[src/rtl/rst_sequencer.sv]
// Reset sequencer for the MMCM clock domain: synchronizes lock, qualifies it
// for a stable window, holds reset a few more cycles, then releases o_rst.
module rst_sequencer #(
  parameter int SYNC_STAGES        = 2,
  parameter int LOCK_STABLE_CYCLES = 1024,
  parameter int RST_HOLD_CYCLES    = 16
) (
  input  logic       i_clk,
  input  logic       i_reset,
  input  logic       i_locked,
  output logic       o_rst,
  output logic       o_ready,
  output logic [1:0] o_state,
  output logic [7:0] o_lock_lost_cnt
);

  localparam int MAXC = (LOCK_STABLE_CYCLES > RST_HOLD_CYCLES) ? LOCK_STABLE_CYCLES
                                                               : RST_HOLD_CYCLES;
  localparam int CW   = (MAXC > 1) ? $clog2(MAXC) : 1;
  localparam logic [CW-1:0] STABLE_LAST = CW'(LOCK_STABLE_CYCLES - 1);
  localparam logic [CW-1:0] HOLD_LAST   = CW'(RST_HOLD_CYCLES - 1);

  typedef enum logic [1:0] {
    WAIT_LOCK = 2'd0,
    STABLE    = 2'd1,
    HOLD      = 2'd2,
    RUN       = 2'd3
  } state_t;

  logic [SYNC_STAGES-1:0] sync;
  logic                   locked_s;
  state_t                 state, state_nxt;
  logic [CW-1:0]          cnt, cnt_nxt;
  logic [7:0]             lost_nxt;

  // i_locked is asynchronous to i_clk; only the last stage feeds the FSM
  always_ff @(posedge i_clk or posedge i_reset) begin
    if (i_reset) sync <= '0;
    else         sync <= {sync[SYNC_STAGES-2:0], i_locked};
  end

  assign locked_s = sync[SYNC_STAGES-1];

  always_ff @(posedge i_clk or posedge i_reset) begin
    if (i_reset) begin
      state           <= WAIT_LOCK;
      cnt             <= '0;
      o_lock_lost_cnt <= '0;
      o_rst           <= 1'b1;
      o_ready         <= 1'b0;
    end else begin
      state           <= state_nxt;
      cnt             <= cnt_nxt;
      o_lock_lost_cnt <= lost_nxt;
      o_rst           <= (state_nxt != RUN);
      o_ready         <= (state_nxt == RUN);
    end
  end

  // Loss of lock always wins over a counter reaching its terminal value
  always_comb begin
    state_nxt = state;
    cnt_nxt   = cnt;
    lost_nxt  = o_lock_lost_cnt;
    case (state)
      WAIT_LOCK: begin
        cnt_nxt = '0;
        if (locked_s) state_nxt = STABLE;
      end
      STABLE: begin
        if (!locked_s) begin
          state_nxt = WAIT_LOCK;
          cnt_nxt   = '0;
        end else if (cnt == STABLE_LAST) begin
          state_nxt = HOLD;
          cnt_nxt   = '0;
        end else begin
          cnt_nxt = cnt + CW'(1);
        end
      end
      HOLD: begin
        if (!locked_s) begin
          state_nxt = WAIT_LOCK;
          cnt_nxt   = '0;
        end else if (cnt == HOLD_LAST) begin
          state_nxt = RUN;
          cnt_nxt   = '0;
        end else begin
          cnt_nxt = cnt + CW'(1);
        end
      end
      RUN: begin
        if (!locked_s) begin
          state_nxt = WAIT_LOCK;
          cnt_nxt   = '0;
          if (o_lock_lost_cnt != 8'hFF) lost_nxt = o_lock_lost_cnt + 8'd1;
        end
      end
      default: begin
        state_nxt = WAIT_LOCK;
        cnt_nxt   = '0;
      end
    endcase
  end

  assign o_state = state;

endmodule

[config.mk]
export PLATFORM = sky130hd
export DESIGN_NAME = rst_sequencer
export DESIGN_NICKNAME = d
export VERILOG_FILES = /design/src/rtl/rst_sequencer.sv
export SDC_FILE = /design/constraint.sdc
export NUM_CORES = 1
export LEC_CHECK = 0
export ABC_AREA = 1
export ABC_CLOCK_PERIOD_IN_PS = 2200
export BUFFER_PORTS_ARGS = -buffer_cell sky130_fd_sc_hd__buf_2
export CORE_MARGIN = 2
export CORE_UTILIZATION = 25
export CTS_BUF_LIST = sky130_fd_sc_hd__clkbuf_8
export DETAILED_ROUTE_END_ITERATION = 6
export GPL_TIMING_DRIVEN = 0
export PLACE_DENSITY = 0.4
export SYNTH_ARGS = -nofsm -noshare
export SYNTH_HDL_FRONTEND = slang
export SYNTH_SLANG_ARGS = --single-unit
[constraint.sdc]
create_clock -name i_clk -period 2.2 [get_ports i_clk]
set_clock_uncertainty 0.15 [all_clocks]
set_input_delay 0.11 -clock i_clk [delete_from_list [all_inputs] [get_ports i_clk]]
set_output_delay 0.11 -clock i_clk [all_outputs]
set_load 0.01 [all_outputs]
==> results_dict.tcl, run 1 <==
set metrics [dict create \
    grt_overflow 0 \
    worstPathRequired_ns 2.22 \
    maxCapViolations 0 \
    portBuffers 14 \
    cts_tree "done" \
    nFillCells 643 \
    ant_nets 0 \
    hold_viol 0 \
    cp_max_fo 10 \
    leakage_nw 1.02 \
    synth_seq_area_share_pct 39.6 \
    cp.buffers_inverters 3 \
    status "finished clean" \
    crit_path_end_kind "register" \
    p_sw_share_pct 38.1 \
    final_cells 292 \
    ys_seq_elements 24 \
    drive_gt1_share_pct 20.3 \
    startpoint_type "register" \
    worst_slew_pin_slew_ns 1.04 \
    clkTransAtPathRegs_ns 0.10 \
    globalplace.congestion 0.799 \
    root_buffer "clkbuf_8" \
    fin_tns_setup_ns 0 \
    synth_ff_type "dfrtp_1" \
    switchingPower_w 0.000583 \
    synth_nets 206 \
    worstPathArrival_ns 1.85 \
    synth_cells 197 \
    p_per_area_nw_per_um2 862 \
    dieArea_um2 6720 \
    grt_pass1_vias 1240 \
    drt_first_pass_iters 4 \
    antenna_cells 0 \
    max-vdd-ir-drop_mv 0.297 \
    syn_avg_cell_area_um2 7.72 \
    antenna_found_initial 0 \
    p_int_w 0.000948 \
    fin_nets 227 \
    grt_max_degree 25 \
    async_reset_ff_share_pct 100 \
    critPathTopFamily "flip-flops" \
    clock_latency_ns 0.27 \
    fp.dieW_um 82.0 \
    dp_hpwl_um 2360 \
    grt_pass1_wl_um 5720 \
    grt_usage_pct 10.9 \
    cp_cell_sequence "inv_1 -> ha_1 -> nand3_1 -> clkinv_1 -> nand3_1 -> inv_1 -> o211ai_1 -> nand2_1" \
    rsz0062_at_grt "no" \
    core_area_um2 5890 \
    via_per_inst 4.19 \
    combPwrFrac_pct 35.9 \
    worstSetupPathType "register to register" \
    fin_crit_sh_pct 83.4 \
    power_frac_clock_pct 26.3 \
    fmax_mhz 545 \
    cts-buffers-inserted 3 \
    yosysUniqueCellTypes 29 \
    crit_path_top_delay_cell "dfrtp_1" \
    cpPeakStageDelay_ns 0.45 \
    routedWlPerCell_um 11.0 \
    routed_wl_um 3210 \
    hold_path.class "register to register" \
    synth_edf_count 0 \
    final_common_cell "nand2_1" \
    setup_viol 0 \
    dp_cells 286 \
    max-slew-margin-rel_pct 30.9 \
    fp-row-count 28 \
    die_h_um 82.0 \
    max-clock-path-buffers 2 \
    period_needed_ns 1.83 \
    area_delta_synth_final_pct 16.8 \
    final_cell_mix "nand2_1, inv_1, dfrtp_1, buf_2" \
    finalMaxSlewViolations 0 \
    synthesis.area_um2 1520 \
    remaining_drc_errors 0 \
    yosysWarnings 0 \
    start_util_pct 25.8 \
    num_io_pins 15 \
    seqPwrFrac_pct 37.8 \
    drt_iter0_markers 52 \
    cts_sinks 24 \
    htree_levels 1 \
    via_count 1224 \
]
-- cell usage after synthesis, types with 3 or more instances --
master	number	area (um^2)
nand3_1	12	60.1
inv_2	5	18.8
nand2_2	5	31.3
nor2_1	12	45.0
nand2_1	58	218
nand4_1	6	37.5
nor3_1	4	20.0
ha_1	6	75.1
xor2_1	6	52.6
a21oi_1	4	20.0
inv_1	29	109
o21ai_1	3	15.0
nor2_2	4	25.0
dfrtp_1	23	576
-- stage by stage --
stage / hold WS (ns) / instance area (um^2) / setup slack, ns / power, W / util, %
finish: 0.224 / 1780 / 0.366 / 0.00153 / 30.2
global route: 0.236 / 1780 / 0.221 / 0.00165 / 30.2
CTS: 0.227 / 1780 / 0.333 / 0.00156 / 30.2
detailed placement: 0.0694 / 1680 / 0.352 / 0.00114 / 28.6
global placement: 0.0688 / 1680 / 0.342 / 0.00115 / 28.6
floorplan: -0.0261 / 1520 / 0.562 / 0.000972 / -
-- metal layers --
layer  up-vias  global-route usage, %  part of all wire (%)
li1        656                      -                     -
met1       550                   14.4                    50
met2        16                   18.5                    47
met3         2                   2.64                   2.8
met4         0                   1.50                  0.41
met5         -                      0                     0
-- state kept, by name, summed over array words and instances (netlist names) --
name             flops
cnt                 10
sync                 2
o_lock_lost_cnt      8
o_ready              1
o_state              2
o_rst                1
-- area by class of cell --
cell class	instances	area (um^2)	share of cell area, %
clock inverter	1	30.0	1.69
sequential	24	602	33.9
clock buffer	3	41.3	2.33
tap	75	93.8	5.29
timing repair buffer	16	90.1	5.07
inverter	37	141	7.96
multi-input combinational	136	777	43.8
-- final timing paths --
path / startpoint / end / slack (ns) / cells past startpoint
worst max-delay path: o_state[1] / cnt[8] / 0.37 / 8
worst min-delay path: sync[0] / sync[1] / 0.22 / 0
worst max register to register: o_state[1] / cnt[8] / 0.37 / 8
worst min register to register: sync[0] / sync[1] / 0.22 / 0
max in group asynchronous: i_reset / o_lock_lost_cnt[4] / 0.80 / 3
min in group asynchronous: i_reset / cnt[9] / 0.47 / 3
-- power by group through the flow --
stage,clock (W),sequential [W],combinational [W]
after global placement,0,0.000587,0.000563
after floorplan,0,0.000605,0.000367
final,0.000403,0.000578,0.000550
after global routing,0.000434,0.000587,0.000632
after CTS,0.000422,0.000578,0.000559
after detailed placement,0,0.000585,0.000556
-- cell families (layout without fill, tap and decap cells) --
kind of cell / count (synthesis) / after routing / synth area share (%)
and+or+nand+nor: 107 / 107 / 34.1
DFF: 24 / 24 / 39.6
AOI/OAI and AO/OA: 15 / 15 / 7.49
buffers and inverters: 37 / 57 / 9.30
adders and majority gates: 6 / 6 / 4.94
xor gates and xnor gates: 8 / 8 / 4.61
-- repair_timing --
| action | CTS | global route |
|---|---|---|
| resized for setup | 0 | 0 |
| hold buffers | 2 | 0 |
| endpoints found under the hold margin | 24 | 0 |
| setup buffers | 0 | 0 |
| endpoints found under the setup margin | 0 | 0 |
No activity file was read; power rests on OpenSTA's default activity.
==> run 2, diff against run 1 <==
--- a/config.mk
+++ b/config.mk
@@ -6,14 +6,14 @@
 export NUM_CORES = 1
 export LEC_CHECK = 0
 export ABC_AREA = 1
-export ABC_CLOCK_PERIOD_IN_PS = 2200
+export ABC_CLOCK_PERIOD_IN_PS = 1530
 export BUFFER_PORTS_ARGS = -buffer_cell sky130_fd_sc_hd__buf_2
 export CORE_MARGIN = 2
 export CORE_UTILIZATION = 25
 export CTS_BUF_LIST = sky130_fd_sc_hd__clkbuf_8
 export DETAILED_ROUTE_END_ITERATION = 6
 export GPL_TIMING_DRIVEN = 0
-export PLACE_DENSITY = 0.4
+export PLACE_DENSITY = 0.42
 export SYNTH_ARGS = -nofsm -noshare
 export SYNTH_HDL_FRONTEND = slang
 export SYNTH_SLANG_ARGS = --single-unit
==> constraint.sdc (replaced) <==
create_clock -name i_clk -period 1.53 [get_ports i_clk]
set_clock_uncertainty 0.15 [all_clocks]
set_input_delay 0.0765 -clock i_clk [delete_from_list [all_inputs] [get_ports i_clk]]
set_output_delay 0.0765 -clock i_clk [all_outputs]
set_load 0.01 [all_outputs]
==> run 2 against run 1 <==
Compared with the run above: die area stayed put; largest cell class unchanged; critical path depth is 1 lower; combinational power is 130% higher; worst setup slack worse by 0.38 ns; highest routed layer unchanged; design area is 21% higher; via count is 8.4% higher; total power is 77% higher; clock power is 45% higher; maximum frequency is 19% higher; count of clock-buffer cells in the layout stayed put; the run now ends with setup timing left.
==> results_dict.tcl, run 2 (synthesized netlist as in run 1, its figures left out) <==
set metrics [dict create \
    status "complete, but fails checks" \
    violations "setup timing" \
    cpPeakStageDelay_ns 0.42 \
    drt_iter0_markers 65 \
    startpoint_type "register" \
    fin_nets 247 \
    ant_nets 0 \
    fp.dieW_um 82.0 \
    htree_levels 1 \
    routedWlPerCell_um 11.2 \
    cp_cell_sequence "nand2_2 -> nor2_4 -> nand3_4 -> o21ai_4 -> clkinv_4 -> nand3b_1 -> nand2_1" \
    cts-buffers-inserted 3 \
    worstSetupPathType "register to register" \
    num_io_pins 15 \
    core_area_um2 5890 \
    max-slew-margin-rel_pct 63.8 \
    r2r_slack_ns -0.01 \
    grt_pass1_vias 1376 \
    fin_crit_sh_pct 101 \
    finalMaxSlewViolations 0 \
    critPathTopFamily "simple AND/OR/NAND/NOR gates" \
    place_ws_ns -0.139 \
    cp_max_fo 6 \
    timing.hold.ws_ns 0.208 \
    cts_tree "done" \
    grt_overflow 0 \
    fmax_mhz 649 \
    maxCapViolations 0 \
    via_per_inst 4.25 \
    antenna_cells 0 \
    drive_gt1_share_pct 43.5 \
    cts_sinks 24 \
    p_per_area_nw_per_um2 1260 \
    via_count 1327 \
    area_delta_synth_final_pct 41.6 \
    period_needed_ns 1.54 \
    reg.largest.list "cnt x10, o_lock_lost_cnt x8" \
    hold_viol 0 \
    leakage_nw 1.14 \
    final_cells 312 \
    portBuffers 14 \
    max-vdd-ir-drop_mv 0.537 \
    routed_wl_um 3480 \
    dp_hpwl_um 2340 \
    grt_usage_pct 11.7 \
    fp-row-count 28 \
    die_h_um 82.0 \
    clock_latency_ns 0.28 \
    crit_path_top_delay_cell "dfrtp_1" \
    final_common_cell "nand2_1" \
    fin_ws_ns -0.0114 \
    clkTransAtPathRegs_ns 0.09 \
    final_cell_area_um2 2150 \
    dieArea_um2 6720 \
    setup_viol 3 \
    hold_path.class "register to register" \
    dpl_cell_area_um2 1690 \
    dp_cells 286 \
    drt_first_pass_iters 4 \
    max-clock-path-buffers 2 \
    rsz0062_at_grt "yes" \
    largest-register "cnt" \
    remaining_drc_errors 0 \
    grt_max_degree 25 \
    globalplace.congestion 0.759 \
    start_util_pct 25.8 \
    crit_path_end_kind "register" \
    area.sequential_um2 609 \
    worstPathRequired_ns 1.55 \
    worst_slew_pin_slew_ns 0.542 \
    cp.buffers_inverters 1 \
    nFillCells 631 \
    multi_input_area_um2 960 \
    antenna_found_initial 0 \
    grt_pass1_wl_um 6090 \
    final_cell_mix "nand2_1, inv_1, dfrtp_1, buf_4, buf_2" \
    largest_reg_flops 10 \
    worstPathArrival_ns 1.56 \
    root_buffer "clkbuf_8" \
]
[run 2: final timing paths]
check / from / to / depth (start not counted)
setup / recovery: o_lock_lost_cnt[3] / o_lock_lost_cnt[6] / 7
hold / removal: sync[0] / sync[1] / 0
setup reg to reg: o_lock_lost_cnt[3] / o_lock_lost_cnt[6] / 7
hold reg to reg: sync[0] / sync[1] / 0
max in group asynchronous: i_reset / o_rst / 3
min in group asynchronous: i_reset / cnt[6] / 3
[run 2: stage by stage]
stage	setup TNS [ns]	total power, W	util (%)
floorplan	0	0.00140	-
finish	-0.0220	0.00271	36.6
detailed placement	-1.53	0.00164	28.7
CTS	-0.00991	0.00251	33.4
global route	-1.40	0.00292	36.6
global placement	-1.55	0.00165	28.7
[run 2: routing by layer]
| metal | share of wire (%) | wire [um] | track usage [%] | vias up |
|---|---|---|---|---|
| li1 | - | - | - | 693 |
| met1 | 46 | 1600 | 14.6 | 614 |
| met2 | 50 | 1760 | 20.5 | 16 |
| met3 | 2.5 | 86 | 2.75 | 4 |
| met4 | 1.2 | 42 | 2.33 | 0 |
| met5 | 0 | 0 | 0 | - |
[run 2: area by class of cell]
type | instances | share of cell area [%]
clock buffer | 3 | 1.92
multi-input combinational | 136 | 44.6
tap | 75 | 4.36
inverter | 37 | 7.38
sequential | 24 | 28.3
clock inverter | 1 | 1.40
timing repair buffer | 35 | 11.7
timing repair inverter | 1 | 0.291
[run 2: repair_timing]
action / 4_1_cts / 5_1_grt
endpoints found under the hold margin: 24 / 0
buffers inserted: 12 / 7
hold buffers: 2 / 0
cloned: 0 / 1
resized for setup: 23 / 37
endpoints found under the setup margin: 19 / 45
pin swaps: 10 / 11
[run 2: power by group]
part	total [W]	internal, W	switching (W)
logic	0.00127	0.000581	0.000689
clock network	0.000583	0.000350	0.000233
registers	0.000854	0.000746	0.000108
[run 2: worst reg2reg max path, cell delays in order, from the launching register on]
cell and delay, ns:
dfrtp_1 0.42, nand2_2 0.10, nor2_4 0.11, nand3_4 0.09, o21ai_4 0.28, clkinv_4 0.12, nand3b_1 0.11, nand2_1 0.06
